==> src/rtl/uart_tx_fifo_drain_pkg.sv <==
// Shared types and constants for the UART transmit/receive blocks.
// Contents: FSM state enum, default bit period for 100 MHz / 115200 baud,
// and the data width of one serial character.
package uart_pkg;

    localparam int DEFAULT_CLKS_PER_BIT = 868;
    localparam int DATA_BITS            = 8;

    typedef enum logic [2:0] {
        IDLE,
        START,
        DATA,
        PARITY,
        STOP
    } uart_state_t;

endpackage

==> src/rtl/uart_tx_fifo_drain_if.sv <==
// FIFO read side plus serial line of the UART transmitter, bundled as one interface.
// Signals: fifo_rd_d / fifo_rd_empty (FIFO head and registered empty flag),
// fifo_rd_en (one-cycle pop strobe), txd (serial line, idle high), busy (frame in progress).
// Modports: master = FIFO/host side, slave = transmitter.
interface uart_tx_fifo_drain_if;
    import uart_pkg::*;

    logic [DATA_BITS-1:0] fifo_rd_d;
    logic                 fifo_rd_empty;
    logic                 fifo_rd_en;
    logic                 txd;
    logic                 busy;

    modport master (
        output fifo_rd_d,
        output fifo_rd_empty,
        input  fifo_rd_en,
        input  txd,
        input  busy
    );

    modport slave (
        input  fifo_rd_d,
        input  fifo_rd_empty,
        output fifo_rd_en,
        output txd,
        output busy
    );

endinterface

==> src/rtl/uart_tx_fifo_drain_baud_gen.sv <==
// Baud tick generator: counts 0..CLKS_PER_BIT-1 and flags the last cycle of each bit.
// Ports: clk, rst (sync, active-high), clear (hold counter at 0), bit_end (combinational pulse).
// Latency: bit_end asserts CLKS_PER_BIT-1 cycles after clear drops; no backpressure.
module uart_baud_gen #(
    parameter int CLKS_PER_BIT = 868
) (
    input  logic clk,
    input  logic rst,
    input  logic clear,
    output logic bit_end
);

    localparam int            CW   = $clog2(CLKS_PER_BIT);
    localparam logic [CW-1:0] LAST = CW'(CLKS_PER_BIT - 1);

    logic [CW-1:0] r_cnt;

    assign bit_end = (r_cnt == LAST);

    always_ff @(posedge clk) begin
        if (rst || clear) begin
            r_cnt <= '0;
        end else if (r_cnt == LAST) begin
            r_cnt <= '0;
        end else begin
            r_cnt <= r_cnt + CW'(1);
        end
    end

endmodule

==> src/rtl/uart_tx_fifo_drain.sv <==
// UART transmitter draining a registered-output byte FIFO into 8N1 frames (LSB first).
// Ports: clk, rst (sync, active-high), bus (uart_tx_fifo_drain_if.slave: FIFO read side, txd, busy).
// Latency: txd goes low the cycle after the pop; one pop per frame, only from IDLE, never when empty.
// Optional: define UART_TX_PARITY_EN to insert an even-parity bit between data and stop.
module uart_tx_fifo_drain
    import uart_pkg::*;
#(
    parameter int CLKS_PER_BIT = DEFAULT_CLKS_PER_BIT
) (
    input  logic                  clk,
    input  logic                  rst,
    uart_tx_fifo_drain_if.slave   bus
);

    localparam int                 BCW      = $clog2(DATA_BITS);
    localparam logic [BCW-1:0]     LAST_BIT = BCW'(DATA_BITS - 1);

    uart_state_t            r_state;
    logic [DATA_BITS-1:0]   r_shift;
    logic [BCW-1:0]         r_bit_cnt;
    logic                   r_txd;
    logic                   r_busy;
`ifdef UART_TX_PARITY_EN
    logic                   r_parity;
`endif

    logic w_pop;
    logic w_bit_end;
    logic w_baud_clear;

    // Pop straight out of IDLE; rst gates it so nothing is consumed while held in reset.
    assign w_pop        = !rst && (r_state == IDLE) && !bus.fifo_rd_empty;
    // Holding the counter at 0 in IDLE makes the start bit begin on a fresh count.
    assign w_baud_clear = (r_state == IDLE);

    assign bus.fifo_rd_en = w_pop;
    assign bus.txd        = r_txd;
    assign bus.busy       = r_busy;

    uart_baud_gen #(
        .CLKS_PER_BIT (CLKS_PER_BIT)
    ) u_baud_gen (
        .clk     (clk),
        .rst     (rst),
        .clear   (w_baud_clear),
        .bit_end (w_bit_end)
    );

    // txd/busy are loaded with the level of the state being entered, so the line
    // changes on the same edge as the state.
    always_ff @(posedge clk) begin
        if (rst) begin
            r_state   <= IDLE;
            r_shift   <= '0;
            r_bit_cnt <= '0;
            r_txd     <= 1'b1;
            r_busy    <= 1'b0;
`ifdef UART_TX_PARITY_EN
            r_parity  <= 1'b0;
`endif
        end else begin
            case (r_state)
                IDLE: begin
                    if (w_pop) begin
                        r_state   <= START;
                        r_shift   <= bus.fifo_rd_d;
                        r_bit_cnt <= '0;
                        r_txd     <= 1'b0;
                        r_busy    <= 1'b1;
`ifdef UART_TX_PARITY_EN
                        // Taken from the captured byte; the shift register is consumed during DATA.
                        r_parity  <= ^bus.fifo_rd_d;
`endif
                    end
                end
                START: begin
                    if (w_bit_end) begin
                        r_state <= DATA;
                        r_txd   <= r_shift[0];
                    end
                end
                DATA: begin
                    if (w_bit_end) begin
                        r_shift   <= {1'b0, r_shift[DATA_BITS-1:1]};
                        r_bit_cnt <= r_bit_cnt + BCW'(1);
                        if (r_bit_cnt == LAST_BIT) begin
`ifdef UART_TX_PARITY_EN
                            r_state <= PARITY;
                            r_txd   <= r_parity;
`else
                            r_state <= STOP;
                            r_txd   <= 1'b1;
`endif
                        end else begin
                            r_txd <= r_shift[1];
                        end
                    end
                end
`ifdef UART_TX_PARITY_EN
                PARITY: begin
                    if (w_bit_end) begin
                        r_state <= STOP;
                        r_txd   <= 1'b1;
                    end
                end
`endif
                STOP: begin
                    if (w_bit_end) begin
                        r_state <= IDLE;
                        r_txd   <= 1'b1;
                        r_busy  <= 1'b0;
                    end
                end
                default: begin
                    r_state <= IDLE;
                    r_txd   <= 1'b1;
                    r_busy  <= 1'b0;
                end
            endcase
        end
    end

endmodule

==> src/flat_wrapper.sv <==
// flat-port wrapper written by rule: the top's interface ports become plain ports
module uart_tx_fifo_drain_flat import uart_pkg::*;
#(
    parameter int CLKS_PER_BIT = DEFAULT_CLKS_PER_BIT
)
  (clk, rst, bus_fifo_rd_d, bus_fifo_rd_empty, bus_fifo_rd_en, bus_txd, bus_busy);
  uart_tx_fifo_drain_if bus_i ();
  input  logic clk;
  input  logic rst;
  input wire logic [$bits(bus_i.fifo_rd_d)-1:0] bus_fifo_rd_d;
  input wire logic [$bits(bus_i.fifo_rd_empty)-1:0] bus_fifo_rd_empty;
  output wire logic [$bits(bus_i.fifo_rd_en)-1:0] bus_fifo_rd_en;
  output wire logic [$bits(bus_i.txd)-1:0] bus_txd;
  output wire logic [$bits(bus_i.busy)-1:0] bus_busy;
  assign bus_i.fifo_rd_d = bus_fifo_rd_d;
  assign bus_i.fifo_rd_empty = bus_fifo_rd_empty;
  assign bus_fifo_rd_en = bus_i.fifo_rd_en;
  assign bus_txd = bus_i.txd;
  assign bus_busy = bus_i.busy;
  uart_tx_fifo_drain #(.CLKS_PER_BIT(CLKS_PER_BIT)) u_core (.clk(clk), .rst(rst), .bus(bus_i));
endmodule
==> config.mk <==
export PLATFORM = sky130hd
export DESIGN_NAME = uart_tx_fifo_drain_flat
export DESIGN_NICKNAME = d
export VERILOG_FILES = /design/src/rtl/uart_tx_fifo_drain_pkg.sv /design/src/rtl/uart_tx_fifo_drain_if.sv /design/src/rtl/uart_tx_fifo_drain_baud_gen.sv /design/src/rtl/uart_tx_fifo_drain.sv /design/src/flat_wrapper.sv
export SDC_FILE = /design/constraint.sdc
export NUM_CORES = 1
export LEC_CHECK = 0
export CAP_MARGIN = 25
export CELL_PAD_IN_SITES_DETAIL_PLACEMENT = 1
export CELL_PAD_IN_SITES_GLOBAL_PLACEMENT = 2
export CORE_ASPECT_RATIO = 0.7
export CORE_MARGIN = 2
export CORE_UTILIZATION = 34
export DETAILED_ROUTE_END_ITERATION = 8
export PLACE_DENSITY_LB_ADDON = 0.1
export SYNTH_ARGS = -nofsm -noshare
export SYNTH_HDL_FRONTEND = slang
export SYNTH_SLANG_ARGS = --single-unit
==> constraint.sdc <==
create_clock -name clk -period 2.1 [get_ports clk]
set_clock_uncertainty 0.1 [all_clocks]
set_input_delay 0.525 -clock clk [delete_from_list [all_inputs] [get_ports clk]]
set_output_delay 0.525 -clock clk [all_outputs]
set_load 0.005 [all_outputs]
* Word level (Yosys, flattened, before mapping)
Cells that the tools add are included.
** Storage, ports and cells
- Bits in registers :: 26
- Latch bits :: 0
- Memory bits (writable) :: 0
- ROM bits :: 0
- Input port bits :: 11
- Output and inout bits :: 3
- Word-level logic and storage cells :: 53
- Memories kept :: 0
** Operators by class
- Add/sub/neg operators :: 2
- Multiply operators :: 0
- Div/mod/pow operators :: 0
- $lt $le $gt $ge :: 0
- Eq/ne operators :: 10
- Shifts and indexed selects :: 0
- Mux-type cells :: 21
- Bitwise gates (word level) :: 1
- Reduce and logical (&&, ||, !) cells :: 13
** Operator list (number)
- $mux W3 :: 7
- $mux W8 :: 2
- $pmux W8 S2 :: 1
- $pmux W3 S4 :: 1
- $add A10 B1 Y10 const B :: 1
- $eq A10 B10 Y1 const B :: 1
- $ne A2 B2 Y1 const B :: 4
- $mux W1 :: 7
- $eq A3 B3 Y1 const B :: 2
- $pmux W3 S2 :: 1
- $reduce_and A3 Y1 :: 2
- $reduce_and A5 Y1 :: 1
- $pmux W1 S4 :: 1
- $reduce_and A4 Y1 :: 1
- $reduce_or A2 Y1 :: 2
- $add A3 B1 Y3 const B :: 1
- $eq A3 B1 Y1 const B :: 1
- $eq A3 B2 Y1 const B :: 1
- $logic_not A3 Y1 :: 1
- $pmux W1 S3 :: 1
- $logic_and A1 B1 Y1 :: 2
- $logic_not A1 Y1 :: 2
- $ne A2 B1 Y1 const B :: 1
- $reduce_bool A2 Y1 :: 1
- 2 further kinds :: 2

* Longest topological paths before layout
- Depth after elaboration :: 5
- Mapped depth :: 7
- Gate-level depth less buffers :: 6

* Hierarchy
A second synthesis with hierarchy kept.
** Second synthesis, totals
- Cells, all modules :: 144
- Area total of the unflattened synthesis :: 1280.0 µm²
** By module, submodules not included
- uart_tx_fifo_drain :: instances 1, cells each 91, area each 825.8 µm², sequential area each 320.3 µm²
- uart_baud_gen :: instances 1, cells each 53, area each 454.2 µm², sequential area each 200.2 µm²

* Worst setup path after synthesis
OpenSTA, ideal clock, no wires.
- Kind :: input to output
- Start point :: input rst
- End point :: output bus_fifo_rd_en
- Arrival time :: 1.113 ns
- Required time :: 1.475 ns
- Slack :: 0.362 ns
- Stages :: 5
- Buffers on the path :: 2
- Cell sequence :: buf_4 > nor2_1 > nand2_1 > inv_1 > buf_4
** On the way
- Cells in the longest elaborated chain, start to end :: 3
** RTL lines
- from (decl) :: RTL line flat_wrapper.sv:9 : input logic rst;
- $logic_not A1 Y1 :: RTL line uart_tx_fifo_drain.sv:32 : assign w_pop = !rst && (r_state == IDLE) && !bus.fifo_rd_empty;
- $logic_and A1 B1 Y1 (2 in a row) :: RTL line uart_tx_fifo_drain.sv:32
- to (decl) :: RTL line flat_wrapper.sv:12 : output wire logic [$bits(bus_i.fifo_rd_en)-1:0] bus_fifo_rd_en;
No other way between the ends.

* Worst setup path in the final report
Ends and elaborated chain as after synthesis.

==> reports/qor.yml <==
critical_path:
  worstSetupPathType: "in -> out"
  crit_path_start_kind: "primary input"
  critical_path.max_stage_delay_ns: 0.43
  cp_max_fo: 2
  cp_data_arrival_time_ns: 1.38
  cp-end-kind: "output port"
  crit_family: "buffers and inverters"
  cp.required_ns: 1.47
  slowest_stage: "clkdlybuf4s50_1"
  critical_path_buf_inv_count: 3
  crit_path_cell_trace: "clkdlybuf4s50_1, nor2_2, nand2_1, inv_1, clkbuf_2"
routing:
  wl_um: 3070
  drt-vias-per-instance: 5.16
  vias: 1105
  drcViolationCount: 0
  ant_nets: 0
  drtIter0Drc: 36
  dr.pass1.iters: 4
  wl_per_cell_um: 14.3
clock_network:
  clock_latency_ns: 0.27
  htreeDepth: 1
  numClockSinks: 26
  cts_tree: "done"
  cts.clk_slew.worst_paths_ns: 0.08
  cts-buffers-inserted: 3
  cts_max_path_buffers: 2
  root_buffer: "clkbuf_8"
final_layout:
  final_common_cell: "dfxtp_1"
  final_cell_mix: "dfxtp_1 (26), nor3_1 (18), nor2_1 (14)"
  nets: 180
  area_growth_pct: 18.2
  drive_gt1_share_pct: 13.4
  final-seq-area_um2: 520
  multi_input_area_um2: 729
  final_util_pct: 43.2
  diodes: 0
  fillers: 411
  fin_cells: 214
sta:
  min_period_over_period_pct: 95.6
  slew_headroom_pct: 69.1
  fmax_mhz: 498
  finalHoldViolations: 0
  final_max_slew_viol_count: 0
  fin_setup_tns_ns: 0
  fin_ws_ns: 0.0934
  setup_viol: 0
  tightest_slew_ns: 0.462
  layout_min_cycle_time_ns: 2.01
placed_design:
  place_inst: 210
  gp_congestion: 0.832
  port_buffers: 13
  dp_slack_ns: -0.310
  hpwlAfterDp_um: 2340
floorplan:
  die-area_um2: 4420
  num_rows: 18
  num_io_pins: 14
  coreArea_um2: 3630
  start_util_pct: 36.5
  die_h_um: 56.2
  die_x_um: 78.6
yosys:
  syn_area_per_cell_um2: 8.88
  netlist_instances: 149
  yosysUniqueCellTypes: 36
  synth-main-ff-cell: "dfxtp_1"
  yosys.area.top_type: "dfxtp_1"
  synth_top_area_share_pct: 39.3
  ys_seq_elements: 26
  async_flop_share_pct: 0
  synth_edf_count: 0
  syn-num-nets: 163
  synth_area_um2: 1320
  synth_area_leaders: "dfxtp_1 (39%), nor3_1 (6.8%), a221oi_1 (4.6%), nor2_1 (4.3%), xnor2_1 (4.0%)"
  yosys_warnings: 0
  yosysSeqAreaShare_pct: 39.3
power_and_ir_drop:
  irDropWorstVdd_uv: 211
  p_leak_nw: 0.533
  power.density_nw_per_um2: 569
global_route:
  grt_pass1_vias: 1110
  grt_start_max_net_pins: 19
  grt-ovfl-total: 0
  antenna_found_initial: 0
  grt_pass1_wl_um: 5420
  grt_usage_pct: 15.6
status:
  status: "completed"
flow_run:
  max_cap_violations: 0
hold_path:
  hp-class: "reg -> reg"
## worst paths after layout
path / startpoint / to / slack [ns] / cells after the start
worst max-delay path: rst / bus_fifo_rd_en / 0.09 / 5
worst min-delay path: u_core.u_baud_gen.r_cnt[0] / u_core.u_baud_gen.r_cnt[0] / 0.36 / 1
worst max register to register: u_core.u_baud_gen.r_cnt[0] / u_core.r_shift[4] / 0.19 / 5
worst min register to register: u_core.u_baud_gen.r_cnt[0] / u_core.u_baud_gen.r_cnt[0] / 0.36 / 1
## worst reg2reg max path, stage by stage, from the launching register on
cell and delay, ns:
dfxtp_1 0.36, ha_1 0.26, nor4b_4 0.40, and4_1 0.45
nor3_1 0.08, nor3_1 0.19
## cell usage after synthesis (3+ instances only)
cell type and instances:
a21oi_1 5, buf_2 3, xnor2_1 6, and2b_1 4, a31oi_1 3, nor2_1 15, nand2_1 7, ha_1 3
nor2b_1 3, a221oi_1 7, inv_1 5, dfxtp_1 26, nor3_1 18, nand3_1 9, o21ai_0 3, buf_4 6
## kinds of logic (layout without fill, tap and decap cells)
family | Yosys count | count (layout) | synth area share [%]
simple gates | 72 | 72 | 31.9
flops | 26 | 26 | 39.3
compound gates | 25 | 25 | 13.9
fa+ha+maj | 3 | 3 | 2.84
xor+xnor | 8 | 8 | 5.29
buf+inv | 15 | 30 | 6.80
## sequential cells by signal (all words and copies together) (netlist names)
| signal | flops |
|---|---|
| u_core.u_baud_gen.r_cnt | 10 |
| u_core.bus.busy | 1 |
| u_core.r_state | 3 |
| u_core.r_bit_cnt | 3 |
| u_core.r_shift | 8 |
| u_core.bus.txd | 1 |
## layer usage
layer	vias up	track usage [%]	share of wire (%)
li1	566	-	-
met1	526	23.0	56
met2	13	23.0	42
met3	0	3.41	2.0
met4	0	3.76	0
met5	-	0	0
## report_power, final
group | internal (mW) | total, mW | switching [mW]
Sequential | 0.509 | 0.519 | 0.00977
Combinational | 0.0533 | 0.0975 | 0.0443
Clock | 0.128 | 0.274 | 0.145
Total | 0.691 | 0.890 | 0.199
## per-stage QoR
step                      power, mW  hold WS [ns]  cell area, um2
after global placement        0.626         0.331            1510
after CTS                     0.903         0.374            1550
after global routing          0.948         0.403            1570
after floorplan               0.585         0.318            1320
after detailed placement      0.628         0.361            1510
final                         0.890         0.363            1570
## final cells by class
cell class	instances	area share, %
inverters	5	1.20
multi-input cells	108	46.6
flip-flops and latches	26	33.3
clock buffers	3	2.64
repair buffers	22	12.3
well taps	50	4.00
## timing repair
item | CTS | global route
setup endpoints to repair | 1 | 8
gates resized for setup | 2 | 4
setup buffers | 0 | 1
hold buffers | 0 | 0
pin swaps | 1 | 1
No activity file was read; power rests on OpenSTA's default activity.
